`src/rtl/mul_share_ctrl.sv`:
```
// rtl/mul_share_ctrl.sv - two-requester round-robin controller for a shared repeated-addition multiplier
module mul_share_ctrl #(
  parameter int W  = 8,
  parameter int PW = 16
) (
  input  logic          clk,
  input  logic          rst,
  input  logic [1:0]    req,
  input  logic [W-1:0]  a0,
  input  logic [W-1:0]  b0,
  input  logic [W-1:0]  a1,
  input  logic [W-1:0]  b1,
  input  logic          eqz,
  input  logic [PW-1:0] p_in,
  output logic          LdA,
  output logic          LdB,
  output logic          LdP,
  output logic          clrP,
  output logic          decB,
  output logic [W-1:0]  data_out,
  output logic [1:0]    gnt,
  output logic [1:0]    done,
  output logic [PW-1:0] result,
  output logic          busy
);

  typedef enum logic [1:0] {IDLE, LDA, LDB, MUL} state_t;

  state_t        r_state;
  state_t        w_next;
  logic [1:0]    r_gnt;
  logic [1:0]    r_done;
  logic          r_last;
  logic [W-1:0]  r_opa;
  logic [W-1:0]  r_opb;
  logic [PW-1:0] r_result;
  logic [1:0]    w_elig;
  logic [1:0]    w_win;

  // A requester that just completed is masked for one cycle so the other side gets a turn.
  always_comb begin
    w_elig = req & ~r_done;
    w_win  = 2'b00;
    case (w_elig)
      2'b01:   w_win = 2'b01;
      2'b10:   w_win = 2'b10;
      2'b11:   w_win = r_last ? 2'b01 : 2'b10;
      default: w_win = 2'b00;
    endcase
  end

  always_ff @(posedge clk) begin
    if (rst) r_state <= IDLE;
    else     r_state <= w_next;
  end

  always_comb begin
    w_next   = r_state;
    LdA      = 1'b0;
    LdB      = 1'b0;
    LdP      = 1'b0;
    clrP     = 1'b0;
    decB     = 1'b0;
    data_out = '0;
    case (r_state)
      IDLE: if (|w_elig) w_next = LDA;
      LDA: begin
        LdA      = 1'b1;
        data_out = r_opa;
        w_next   = LDB;
      end
      LDB: begin
        LdB      = 1'b1;
        clrP     = 1'b1;
        data_out = r_opb;
        w_next   = MUL;
      end
      MUL: begin
        LdP  = ~eqz;
        decB = ~eqz;
        if (eqz) w_next = IDLE;
      end
      default: w_next = IDLE;
    endcase
  end

  // r_last holds 1 when requester 1 was served last, so requester 0 wins the first tie.
  always_ff @(posedge clk) begin
    if (rst) begin
      r_gnt    <= 2'b00;
      r_done   <= 2'b00;
      r_last   <= 1'b1;
      r_opa    <= '0;
      r_opb    <= '0;
      r_result <= '0;
    end else begin
      r_done <= 2'b00;
      if (r_state == IDLE && |w_elig) begin
        r_gnt  <= w_win;
        r_last <= w_win[1];
        r_opa  <= w_win[0] ? a0 : a1;
        r_opb  <= w_win[0] ? b0 : b1;
      end
      if (r_state == MUL && eqz) begin
        r_result <= p_in;
        r_done   <= r_gnt;
        r_gnt    <= 2'b00;
      end
    end
  end

  assign gnt    = r_gnt;
  assign done   = r_done;
  assign result = r_result;
  assign busy   = (r_state != IDLE);

endmodule

```
`config.mk`:
```
export PLATFORM = sky130hd
export DESIGN_NAME = mul_share_ctrl
export DESIGN_NICKNAME = d
export VERILOG_FILES = /design/src/rtl/mul_share_ctrl.sv
export SDC_FILE = /design/constraint.sdc
export NUM_CORES = 1
export LEC_CHECK = 0
export BUFFER_PORTS_ARGS = -buffer_cell sky130_fd_sc_hd__clkbuf_2
export CAP_MARGIN = 25
export CORE_MARGIN = 4
export CORE_UTILIZATION = 42
export DETAILED_ROUTE_END_ITERATION = 10
export PLACE_DENSITY = 0.75
export SYNTH_ARGS = -nofsm -noshare
export SYNTH_HDL_FRONTEND = slang
export SYNTH_SLANG_ARGS = --single-unit
export TNS_END_PERCENT = 1
```
`constraint.sdc`:
```
create_clock -name clk -period 1.5 [get_ports clk]
set_input_delay 0.15 -clock clk [delete_from_list [all_inputs] [get_ports clk]]
set_output_delay 0.15 -clock clk [all_outputs]
set_load 0.1 [all_outputs]
```
# Yosys cells after proc, flatten, opt, wreduce, memory -nomap -nowiden

Index checks and enable logic that the tools add are counted.

Register bits: 39
Bits of input ports: 53
Output and inout port bits: 34

Equality and inequality tests: 8
Muxes and demuxes: 11
Bitwise gates (word level): 4
Reduce and logical (&&, ||, !) cells: 8

Operators with widths:

| cell                                                   | count |
|---|---|
| 2-to-1 mux 8 bit                                       | 2 |
| one-hot mux 8 bit (2 select lines)                     | 1 |
| equality test 2 bit (second input constant)            | 4 |
| one-hot mux 2 bit (4 select lines)                     | 1 |
| 2-to-1 mux 2 bit                                       | 3 |
| one-hot mux 2 bit (3 select lines)                     | 1 |
| OR reduction 2 bit                                     | 3 |
| equality test 2 x 1 -> 1 bit (second input constant)   | 2 |
| 2-to-1 mux 1 bit                                       | 3 |
| AND 2 bit                                              | 1 |
| logical AND 1 bit                                      | 2 |
| logical NOT 2 bit                                      | 1 |
| inequality test 2 x 1 -> 1 bit (second input constant) | 1 |
| inequality test 2 bit (second input constant)          | 1 |
| NOT 1 bit                                              | 2 |
| NOT 2 bit                                              | 1 |
| AND reduction 2 bit                                    | 1 |
| nonzero test 2 bit                                     | 1 |

# Depth between registers and ports, before layout

Gate-level depths: netlist (run 1).

Depth in word-level cells: 5
Gate-level depth with buffers: 7

# Least setup slack after synthesis (run 1)

No wires, ideal clock.

Path type: register to output
Start point: reg r_state[0]
End point: out data_out[0]
Arrival: 3.030 ns
Required time: 1.350 ns
Slack: -1.680 ns
Cell stages (with the launch flop): 6
Path buffers: 1
Cell sequence: dfxtp_1 > inv_1 > ha_1 > clkbuf_1 > a22oi_1 > nor2b_1

Word-level cells in the longest chain between the ends: 2

RTL lines:

| what                                                                | line | text |
|---|---|---|
| start, declared                                                     | 29   | `state_t r_state;` |
| start signal, assigned                                              | 54   | `else r_state <= w_next;` |
| equality test 2 bit or equality test 2 x 1 -> 1 bit (tied branches) | 65   | `case (r_state)` |
| one-hot mux 8 bit (2 select lines) (*)                              | 65   |  |
| end, declared                                                       | 20   | `output logic [W-1:0] data_out,` |

Every way passes the cells marked *; elsewhere a longest branch is shown, timed or not.

# Worst setup path in the final report (run 1)

Start point: reg r_state[0]
End point: out data_out[4]

The elaborated chain is that of the path after synthesis.

==> impl_metrics.env, run 1 <==
export IMPL_status="finished, violations left"
export IMPL_violations="negative setup slack"
export IMPL_rows=24
export IMPL_final_hold_viol_count=0
export IMPL_htree_levels=2
export IMPL_critical_path_max_fanout=9
export IMPL_tightest_slew_ps=550.8
export IMPL_final_setup_viol_count=10
export IMPL_slowest_delay_ps=400
export IMPL_finalPower_mw=5.439
export IMPL_yosys_warnings=0
export IMPL_switchingPower_mw=2.325
export IMPL_ys_seq_area_share_pct=39.42
export IMPL_drc_errors=0
export IMPL_cp_start_kind="register"
export IMPL_cts_hold_buf=0
export IMPL_final_nets=323
export IMPL_ant_nets=0
export IMPL_critPathBufInv=2
export IMPL_vias=1699
export IMPL_whs_ps=62.86
export IMPL_io_buffers=86
export IMPL_worstSetupPathType="reg2out"
export IMPL_rsz0062_at_grt="yes"
export IMPL_place_congestion=0.7426
export IMPL_cts_num_sinks=39
export IMPL_cp_slowest_cell="dfxtp_4"
export IMPL_p_seq_share_pct=26.1
export IMPL_max_clock_freq_ghz=0.6255
export IMPL_dieArea_sq_um=5878
export IMPL_maxCapViolCount=0
export IMPL_powerDensity_nw_per_um2=1808
export IMPL_overflow=0
export IMPL_skew_ps=2.719
export IMPL_finalWirelength_um=4872
export IMPL_path_depth=4
export IMPL_avgRoutedWirePerCell_um=15.37
export IMPL_cts_path_max_buffers=2
export IMPL_fin_crit_sh_pct=106.6
export IMPL_initial_utilization_pct=44.57
export IMPL_via_per_inst=5.360
export IMPL_worstHoldPathCells=2
export IMPL_leakage_nw=1.222
export IMPL_hp_class="in2reg"
export IMPL_dp_hpwl_um=3732
export IMPL_grt_pass1_vias=1767
export IMPL_max_slew_margin_pct=63.43
export IMPL_synth_edf_count=0
export IMPL_crit_path_end_kind="output port"
export IMPL_synthArstFlopShare_pct=0
export IMPL_netlist_area_sq_um=1981
export IMPL_critPathRequiredTime_ps=1350
export IMPL_p_comb_share_pct=55.0
export IMPL_grt_antenna_before_repair=0
export IMPL_p_int_mw=3.114
export IMPL_syn_nets=235
export IMPL_ioPinCount=87
export IMPL_crit_arrival_ps=1450
export IMPL_die_w_um=76.67
export IMPL_r2r_cells=6
export IMPL_path_cells="inv_6 -> ha_4 -> nor2b_4 -> buf_12"
export IMPL_final_cell_mix="clkbuf_2 (72), dfxtp_1 (35), buf_12 (17)"
export IMPL_insertion_delay_ps=290
export IMPL_p_clk_share_pct=19.0
export IMPL_synthCells=176
export IMPL_firstDrtPassIters=4
export IMPL_grt_pass1_wl_um=8231
export IMPL_die_y_um=76.67
export IMPL_finalCriticalPeriod_ps=1599
export IMPL_yosysTopAreaCell="dfxtp_1"
export IMPL_p_sw_share_pct=42.75
export IMPL_crit_family="flip-flops"
export IMPL_tritoncts="done"
export IMPL_worst_slack_ps=-98.70
export IMPL_synthTopCellsByArea="dfxtp_1 (39%), o221ai_2 (7.6%), o2bb2ai_2 (7.6%)"
export IMPL_ys_ff_latch=39
export IMPL_clk_pin_slew_ps=80
export IMPL_dr_first_iter_drc_count=36
export IMPL_drv_slew=0
export IMPL_syn2layout_area_growth_pct=51.86
export IMPL_synthDistinctLibCells=36
export IMPL_diodes=0
export IMPL_track_usage_pct=17.08
export IMPL_final_common_cell="clkbuf_2"
export IMPL_grt_max_degree=21
export IMPL_drive_gt1_share_pct=61.51
export IMPL_cts_root_buf="clkbuf_8"
export IMPL_core_area_sq_um=4444
export IMPL_r2r_slack_ps=40
export IMPL_ys_flop_type="dfxtp_1"
export IMPL_synth_avg_cell_area_sq_um=11.25
export IMPL_synth_top_area_share_pct=39.42
export IMPL_cts_buffers=5
export IMPL_peakVddDrop_mv=1.036
-- cell usage after synthesis (2+ instances only) --
cell type and number:
inv_1 3, buf_4 5, a211oi_1 2, nor2b_1 11, a22oi_1 8, o2bb2ai_1 5
and2_1 2, or3_1 16, nand2_1 4, ha_1 6, o221ai_1 6, o221ai_2 10
o2bb2ai_2 10, a22o_1 16, clkbuf_1 3, buf_6 4, nor2_1 4, dfxtp_1 39
buf_2 5
-- metrics by stage --
step,TNS [ps],setup slack (ps),cell area [sq um],cells,utilization [%]
global route,-1428,-155.6,3008,317,67.68
detailed placement,0,22.21,2824,307,63.54
global placement,0,53.90,2824,307,63.54
floorplan,-3326,-221.5,2156,176,-
CTS,-843.3,-110.6,2993,317,67.34
finish,-818.3,-98.70,3008,317,67.68
-- path summary, 6_finish.rpt --
path | endpoint | from
hold / removal | result[3] | p_in[3]
setup / recovery | data_out[4] | r_state[0]
hold reg to reg | r_opb[1] | r_opb[1]
setup reg to reg | r_state[1] | r_state[1]
-- layer usage --
layer	GRT usage, %	share of wire (%)	routed length (um)
met3	5.855	7.1	348
met5	0	0	0
met4	3.804	0.62	30
met1	20.06	43	2073
met2	29.88	50	2419
-- sequential cells by signal, summed over array words and instances (netlist names) --
| register | cells |
|---|---|
| result | 16 |
| r_opa | 8 |
| r_opb | 8 |
| done | 2 |
| gnt | 2 |
| r_state | 2 |
| r_last | 1 |
-- timing repair --
action                     CTS  global route
buffers inserted             2             0
gates resized for setup      4             4
setup endpoints to repair   11            32
pin swaps                    1             2
-- power by group through the flow --
stage	Combinational [mW]	Sequential [mW]	Clock (mW)
2_1_floorplan	1.88	1.68	0
3_3_place_gp	2.82	1.43	0
3_5_place_dp	2.84	1.44	0
4_1_cts	2.96	1.41	1.05
5_1_grt	3.15	1.45	1.10
6_report	2.99	1.42	1.03
-- kinds of logic (layout without fill, tap and decap cells) --
group,count (synthesis),after routing,synth area share [%]
flip-flops,39,39,39.42
adder cells (fa/ha/maj),6,6,3.790
AND/OR/NAND/NOR,43,43,13.46
multiplexers,1,1,0.5054
AO/OA/AOI/OAI,66,66,35.50
buffers and inverters,21,110,7.327
-- layout make-up --
| class | count | area [sq um] |
|---|---|---|
| Clock buffer | 5 | 68.82 |
| Clock inverter | 3 | 66.31 |
| Fill cell | 328 | 1436 |
| Inverter | 3 | 20.02 |
| Multi-Input combinational cell | 116 | 1212 |
| Sequential cell | 39 | 788.3 |
| Tap cell | 52 | 65.06 |
| Timing Repair Buffer | 99 | 787.0 |
-- worst register-to-register path: cells and delay by family, from the launching register on --
family                   cells  cell delay (ps)
AO/OA/AOI/OAI                1              240
flip-flops                   1              340
buffers and inverters        1              140
multiplexers                 1              250
AND/OR/NAND/NOR              2              200
adder cells (fa/ha/maj)      1              180
Note: power is estimated with default switching activity, not from simulation.
==> run 2: changes to the inputs <==
Settings changed: GPL_TIMING_DRIVEN set to 0.
==> impl_metrics.env, run 2 (synthesized netlist as in run 1, its figures left out) <==
export IMPL_peakVddDrop_mv=0.9495
export IMPL_hp_class="in2reg"
export IMPL_fillers=324
export IMPL_drive_gt1_share_pct=61.85
export IMPL_syn2layout_area_growth_pct=54.39
export IMPL_final_hold_viol_count=0
export IMPL_cp_slowest_cell="dfxtp_4"
export IMPL_tightest_slew_ps=558.7
export IMPL_rsz0062_at_grt="yes"
export IMPL_clk_pin_slew_ps=80
export IMPL_io_buffers=85
export IMPL_powerDensity_nw_per_um2=1734
export IMPL_fin_crit_sh_pct=112.5
export IMPL_grt_pass1_wl_um=8907
export IMPL_cts_num_sinks=39
export IMPL_grt_pass1_vias=1798
export IMPL_violations="negative setup slack"
export IMPL_drc_errors=0
export IMPL_whs_ps=56.38
export IMPL_max_clock_freq_ghz=0.5926
export IMPL_finalWirelength_um=5271
export IMPL_endpoint="data_out[1]"
export IMPL_final_nets=328
export IMPL_finalPower_mw=5.301
export IMPL_slowest_delay_ps=380
export IMPL_worstSetupPathType="reg2out"
export IMPL_avgRoutedWirePerCell_um=16.37
export IMPL_r2r_cells=7
export IMPL_critPathRequiredTime_ps=1350
export IMPL_startpoint="r_state[0]"
export IMPL_crit_arrival_ps=1540
export IMPL_cts_root_buf="clkbuf_8"
export IMPL_worst_slack_ps=-187.6
export IMPL_final_cells=322
export IMPL_ioPinCount=87
export IMPL_finalCriticalPeriod_ps=1688
export IMPL_rows=24
export IMPL_diodes=0
export IMPL_final_util_pct=68.81
export IMPL_track_usage_pct=18.63
export IMPL_hp_start="p_in[2]"
export IMPL_cts_path_max_buffers=2
export IMPL_core_area_sq_um=4444
export IMPL_insertion_delay_ps=300
export IMPL_via_per_inst=5.447
export IMPL_multi_input_area_sq_um=1230
export IMPL_regArea_sq_um=790.8
export IMPL_final_common_cell="clkbuf_2"
export IMPL_grt_antenna_before_repair=0
export IMPL_cts_buffers=5
export IMPL_htree_levels=2
export IMPL_cp_start_kind="register"
export IMPL_firstDrtPassIters=4
export IMPL_ant_nets=0
export IMPL_post_place_ws_ps=-291.4
export IMPL_largest_reg_flops=16
export IMPL_final_setup_viol_count=10
export IMPL_drv_slew=0
export IMPL_cts_hold_buf=0
export IMPL_placed_cells=313
export IMPL_die_y_um=76.67
export IMPL_skew_ps=5.491
export IMPL_rr_startpoint="r_state[1]"
export IMPL_crit_path_end_kind="output port"
export IMPL_dieArea_sq_um=5878
export IMPL_leakage_nw=1.247
export IMPL_die_w_um=76.67
export IMPL_path_cells="inv_4 -> ha_4 -> buf_8 -> a22oi_2 -> nor2b_4 -> clkbuf_16"
export IMPL_dr_first_iter_drc_count=50
export IMPL_initial_utilization_pct=44.57
export IMPL_vias=1754
export IMPL_critical_path_max_fanout=8
export IMPL_overflow=0
export IMPL_max_slew_margin_pct=62.91
export IMPL_final_cell_mix="clkbuf_2 (71), dfxtp_1 (35), a22o_1 (16), or3_1 (16)"
export IMPL_maxCapViolCount=0
export IMPL_place_congestion=0.7560
export IMPL_r2r_slack_ps=70
export IMPL_grt_max_degree=14
export IMPL_r2r_end="r_opb[7]"
export IMPL_status="finished, violations left"
export IMPL_dp_hpwl_um=3768
export IMPL_tritoncts="done"
[run 2: worst max-delay path: cells and delay by family, from the launching register on]
family	cells	cell delay (ps)
simple gates	1	60
buf+inv	3	390
compound gates	1	240
flops	1	380
fa+ha+maj	1	160
[run 2: stage by stage]
stage / instance area [sq um] / setup TNS (ps)
after floorplan: 2156 / -3326
after global placement: 2646 / -3072
after detailed placement: 2646 / -3277
after CTS: 2999 / -1772
after global routing: 3058 / -1914
final: 3058 / -1431
[run 2: power by group]
group          leakage (nW)  internal, mW  switching (mW)
Sequential            0.320          1.24           0.185
Clock                0.0626         0.596           0.384
Combinational         0.864          1.13            1.77
[run 2: per-layer routing]
layer | track usage [%] | share of wire [%]
met5 | 0 | 0
met3 | 5.386 | 5.7
met1 | 22.99 | 44
met2 | 31.27 | 49
met4 | 5.616 | 1.5
[run 2: final cells by class]
cell class | instances | share of cell area, %
Buffer | 18 | 5.360
Clock inverter | 2 | 1.227
Clock buffer | 6 | 3.069
Multi-Input combinational cell | 116 | 40.22
Tap cell | 52 | 2.128
Timing Repair Buffer | 86 | 21.48
Sequential cell | 39 | 25.86
Inverter | 3 | 0.6547
[run 2: timing repair]
action | CTS | global route
gates cloned | 0 | 0
pin swaps | 0 | 1
buffers inserted | 0 | 1
hold endpoints to repair | 0 | 0
endpoints found under the setup margin | 26 | 33
resized for setup | 38 | 9
[run 2: how the worst min path moves through the flow]
stage / to / cells after the start
final: result[2] / 2
after global routing: result[7] / 2
after CTS: result[3] / 2
after floorplan: result[0] / 1
after global placement: result[8] / 2
after detailed placement: result[5] / 2
==> run 3: changes to the inputs <==
Settings changed: TNS_END_PERCENT 1 to not set.
==> impl_metrics.env, run 3 (synthesized netlist as in run 1, its figures left out) <==
export IMPL_final_common_cell="clkbuf_2"
export IMPL_cts_num_sinks=39
export IMPL_p_int_mw=2.781
export IMPL_syn2layout_area_growth_pct=56.22
export IMPL_hp_class="in2reg"
export IMPL_rows=24
export IMPL_peakVddDrop_mv=1.100
export IMPL_crit_arrival_ps=1550
export IMPL_grt_antenna_before_repair=0
export IMPL_grt_max_degree=12
export IMPL_dr_first_iter_drc_count=44
export IMPL_drv_slew=0
export IMPL_initial_utilization_pct=44.57
export IMPL_critPathBufInv=3
export IMPL_grt_pass1_wl_um=8583
export IMPL_cp_common_cell="clkbuf_16"
export IMPL_multi_input_area_sq_um=1244
export IMPL_drive_gt1_share_pct=62.18
export IMPL_critical_path_max_fanout=8
export IMPL_tritoncts="done"
export IMPL_crit_family="buffers and inverters"
export IMPL_cp_start_kind="register"
export IMPL_p_clk_share_pct=13.0
export IMPL_via_per_inst=5.419
export IMPL_tightest_slew_ps=554.9
export IMPL_worst_slack_ps=-195.8
export IMPL_place_congestion=0.7318
export IMPL_largest_reg_flops=16
export IMPL_insertion_delay_ps=280
export IMPL_grt_pass1_vias=1796
export IMPL_die_y_um=76.67
export IMPL_maxCapViolCount=0
export IMPL_cts_path_max_buffers=2
export IMPL_final_nets=333
export IMPL_finalCriticalPeriod_ps=1696
export IMPL_fillers=338
export IMPL_path_cells="inv_6 -> ha_4 -> clkbuf_16 -> a22oi_2 -> nor2b_4 -> clkbuf_16"
export IMPL_overflow=0
export IMPL_worstSetupPathType="reg2out"
export IMPL_fin_crit_sh_pct=113.1
export IMPL_htree_levels=2
export IMPL_p_sw_share_pct=45.45
export IMPL_regArea_sq_um=795.8
export IMPL_max_slew_margin_pct=63.16
export IMPL_dp_hpwl_um=3624
export IMPL_slowest_delay_ps=400
export IMPL_diodes=0
export IMPL_ant_nets=0
export IMPL_final_cell_mix="clkbuf_2 (71), dfxtp_1 (35), a22o_1 (16), or3_1 (16), clkbuf_16 (12)"
export IMPL_critPathRequiredTime_ps=1350
export IMPL_dieArea_sq_um=5878
export IMPL_avgRoutedWirePerCell_um=15.43
export IMPL_p_seq_share_pct=28.1
export IMPL_drc_errors=0
export IMPL_final_setup_tns_ps=-1592
export IMPL_finalWirelength_um=5046
export IMPL_firstDrtPassIters=4
export IMPL_powerDensity_nw_per_um2=1647
export IMPL_final_setup_viol_count=10
export IMPL_vias=1772
export IMPL_leakage_nw=1.262
export IMPL_cts_buffers=5
export IMPL_io_buffers=85
export IMPL_rsz0062_at_grt="yes"
export IMPL_switchingPower_mw=2.316
export IMPL_crit_path_end_kind="output port"
export IMPL_ioPinCount=87
export IMPL_skew_ps=4.620
export IMPL_violations="negative setup slack"
export IMPL_max_clock_freq_ghz=0.5897
export IMPL_status="finished, violations left"
export IMPL_die_w_um=76.67
export IMPL_core_area_sq_um=4444
export IMPL_track_usage_pct=17.82
export IMPL_cts_root_buf="clkbuf_8"
export IMPL_p_comb_share_pct=59.0
export IMPL_clk_pin_slew_ps=70
export IMPL_final_util_pct=69.62
export IMPL_cp_slowest_cell="dfxtp_4"
export IMPL_final_hold_viol_count=0
## run 3: metal layers
layer / vias up / share of wire [%] / global-route usage, %
li1: 878 / - / -
met1: 816 / 44 / 21.94
met2: 67 / 46 / 29.36
met3: 11 / 7.4 / 5.504
met4: 0 / 2.0 / 6.159
met5: - / 0 / 0
## run 3: final timing paths
check,from,endpoint,slack (ps),depth (start not counted)
worst min-delay path,p_in[5],result[5],70,2
worst max register to register,r_state[0],r_state[1],20,7
worst min register to register,gnt[0],gnt[0],460,2
worst max-delay path,r_state[0],data_out[1],-200,6
## run 3: worst reg2reg max path: cells and delay by family (launching register included)
kind / cells / cell delay (ps)
simple gates: 2 / 200
compound gates: 1 / 160
fa+ha+maj: 1 / 170
buf+inv: 2 / 260
flops: 1 / 380
mux: 1 / 210
## run 3: power groups by stage
stage	combinational (mW)	clock, mW	sequential [mW]
floorplan	1.89	0	1.69
global route	3.17	0.714	1.46
finish	3.01	0.661	1.43
detailed placement	2.53	0	1.44
CTS	2.84	0.674	1.42
global placement	2.51	0	1.44
## run 3: final cells by class
class	instances	area share [%]
Multi-Input combinational cell	116	40.19
Inverter	3	0.7279
Clock inverter	1	0.1617
Tap cell	52	2.103
Clock buffer	7	2.467
Timing Repair Buffer	91	22.24
Buffer	18	6.389
Sequential cell	39	25.72
## run 3: stage by stage
stage / power, mW / setup WS, ps / hold slack (ps) / area, sq um / instances
3_5_place_dp: 3.969 / -247.8 / 365.4 / 2665 / 313
2_1_floorplan: 3.580 / -221.5 / 275.5 / 2175 / 176
6_report: 5.097 / -195.8 / 69.90 / 3094 / 327
4_1_cts: 4.935 / -187.3 / 66.49 / 3009 / 322
3_3_place_gp: 3.947 / -231.7 / 360.7 / 2665 / 313
5_1_grt: 5.343 / -245.0 / 65.61 / 3094 / 327
## run 3: what timing repair did
action,4_1_cts,5_1_grt
cloned,0,0
hold buffers,0,0
setup buffers,1,5
resized for setup,39,14
hold endpoints to repair,0,0
setup endpoints to repair,25,21
pin swaps,0,1
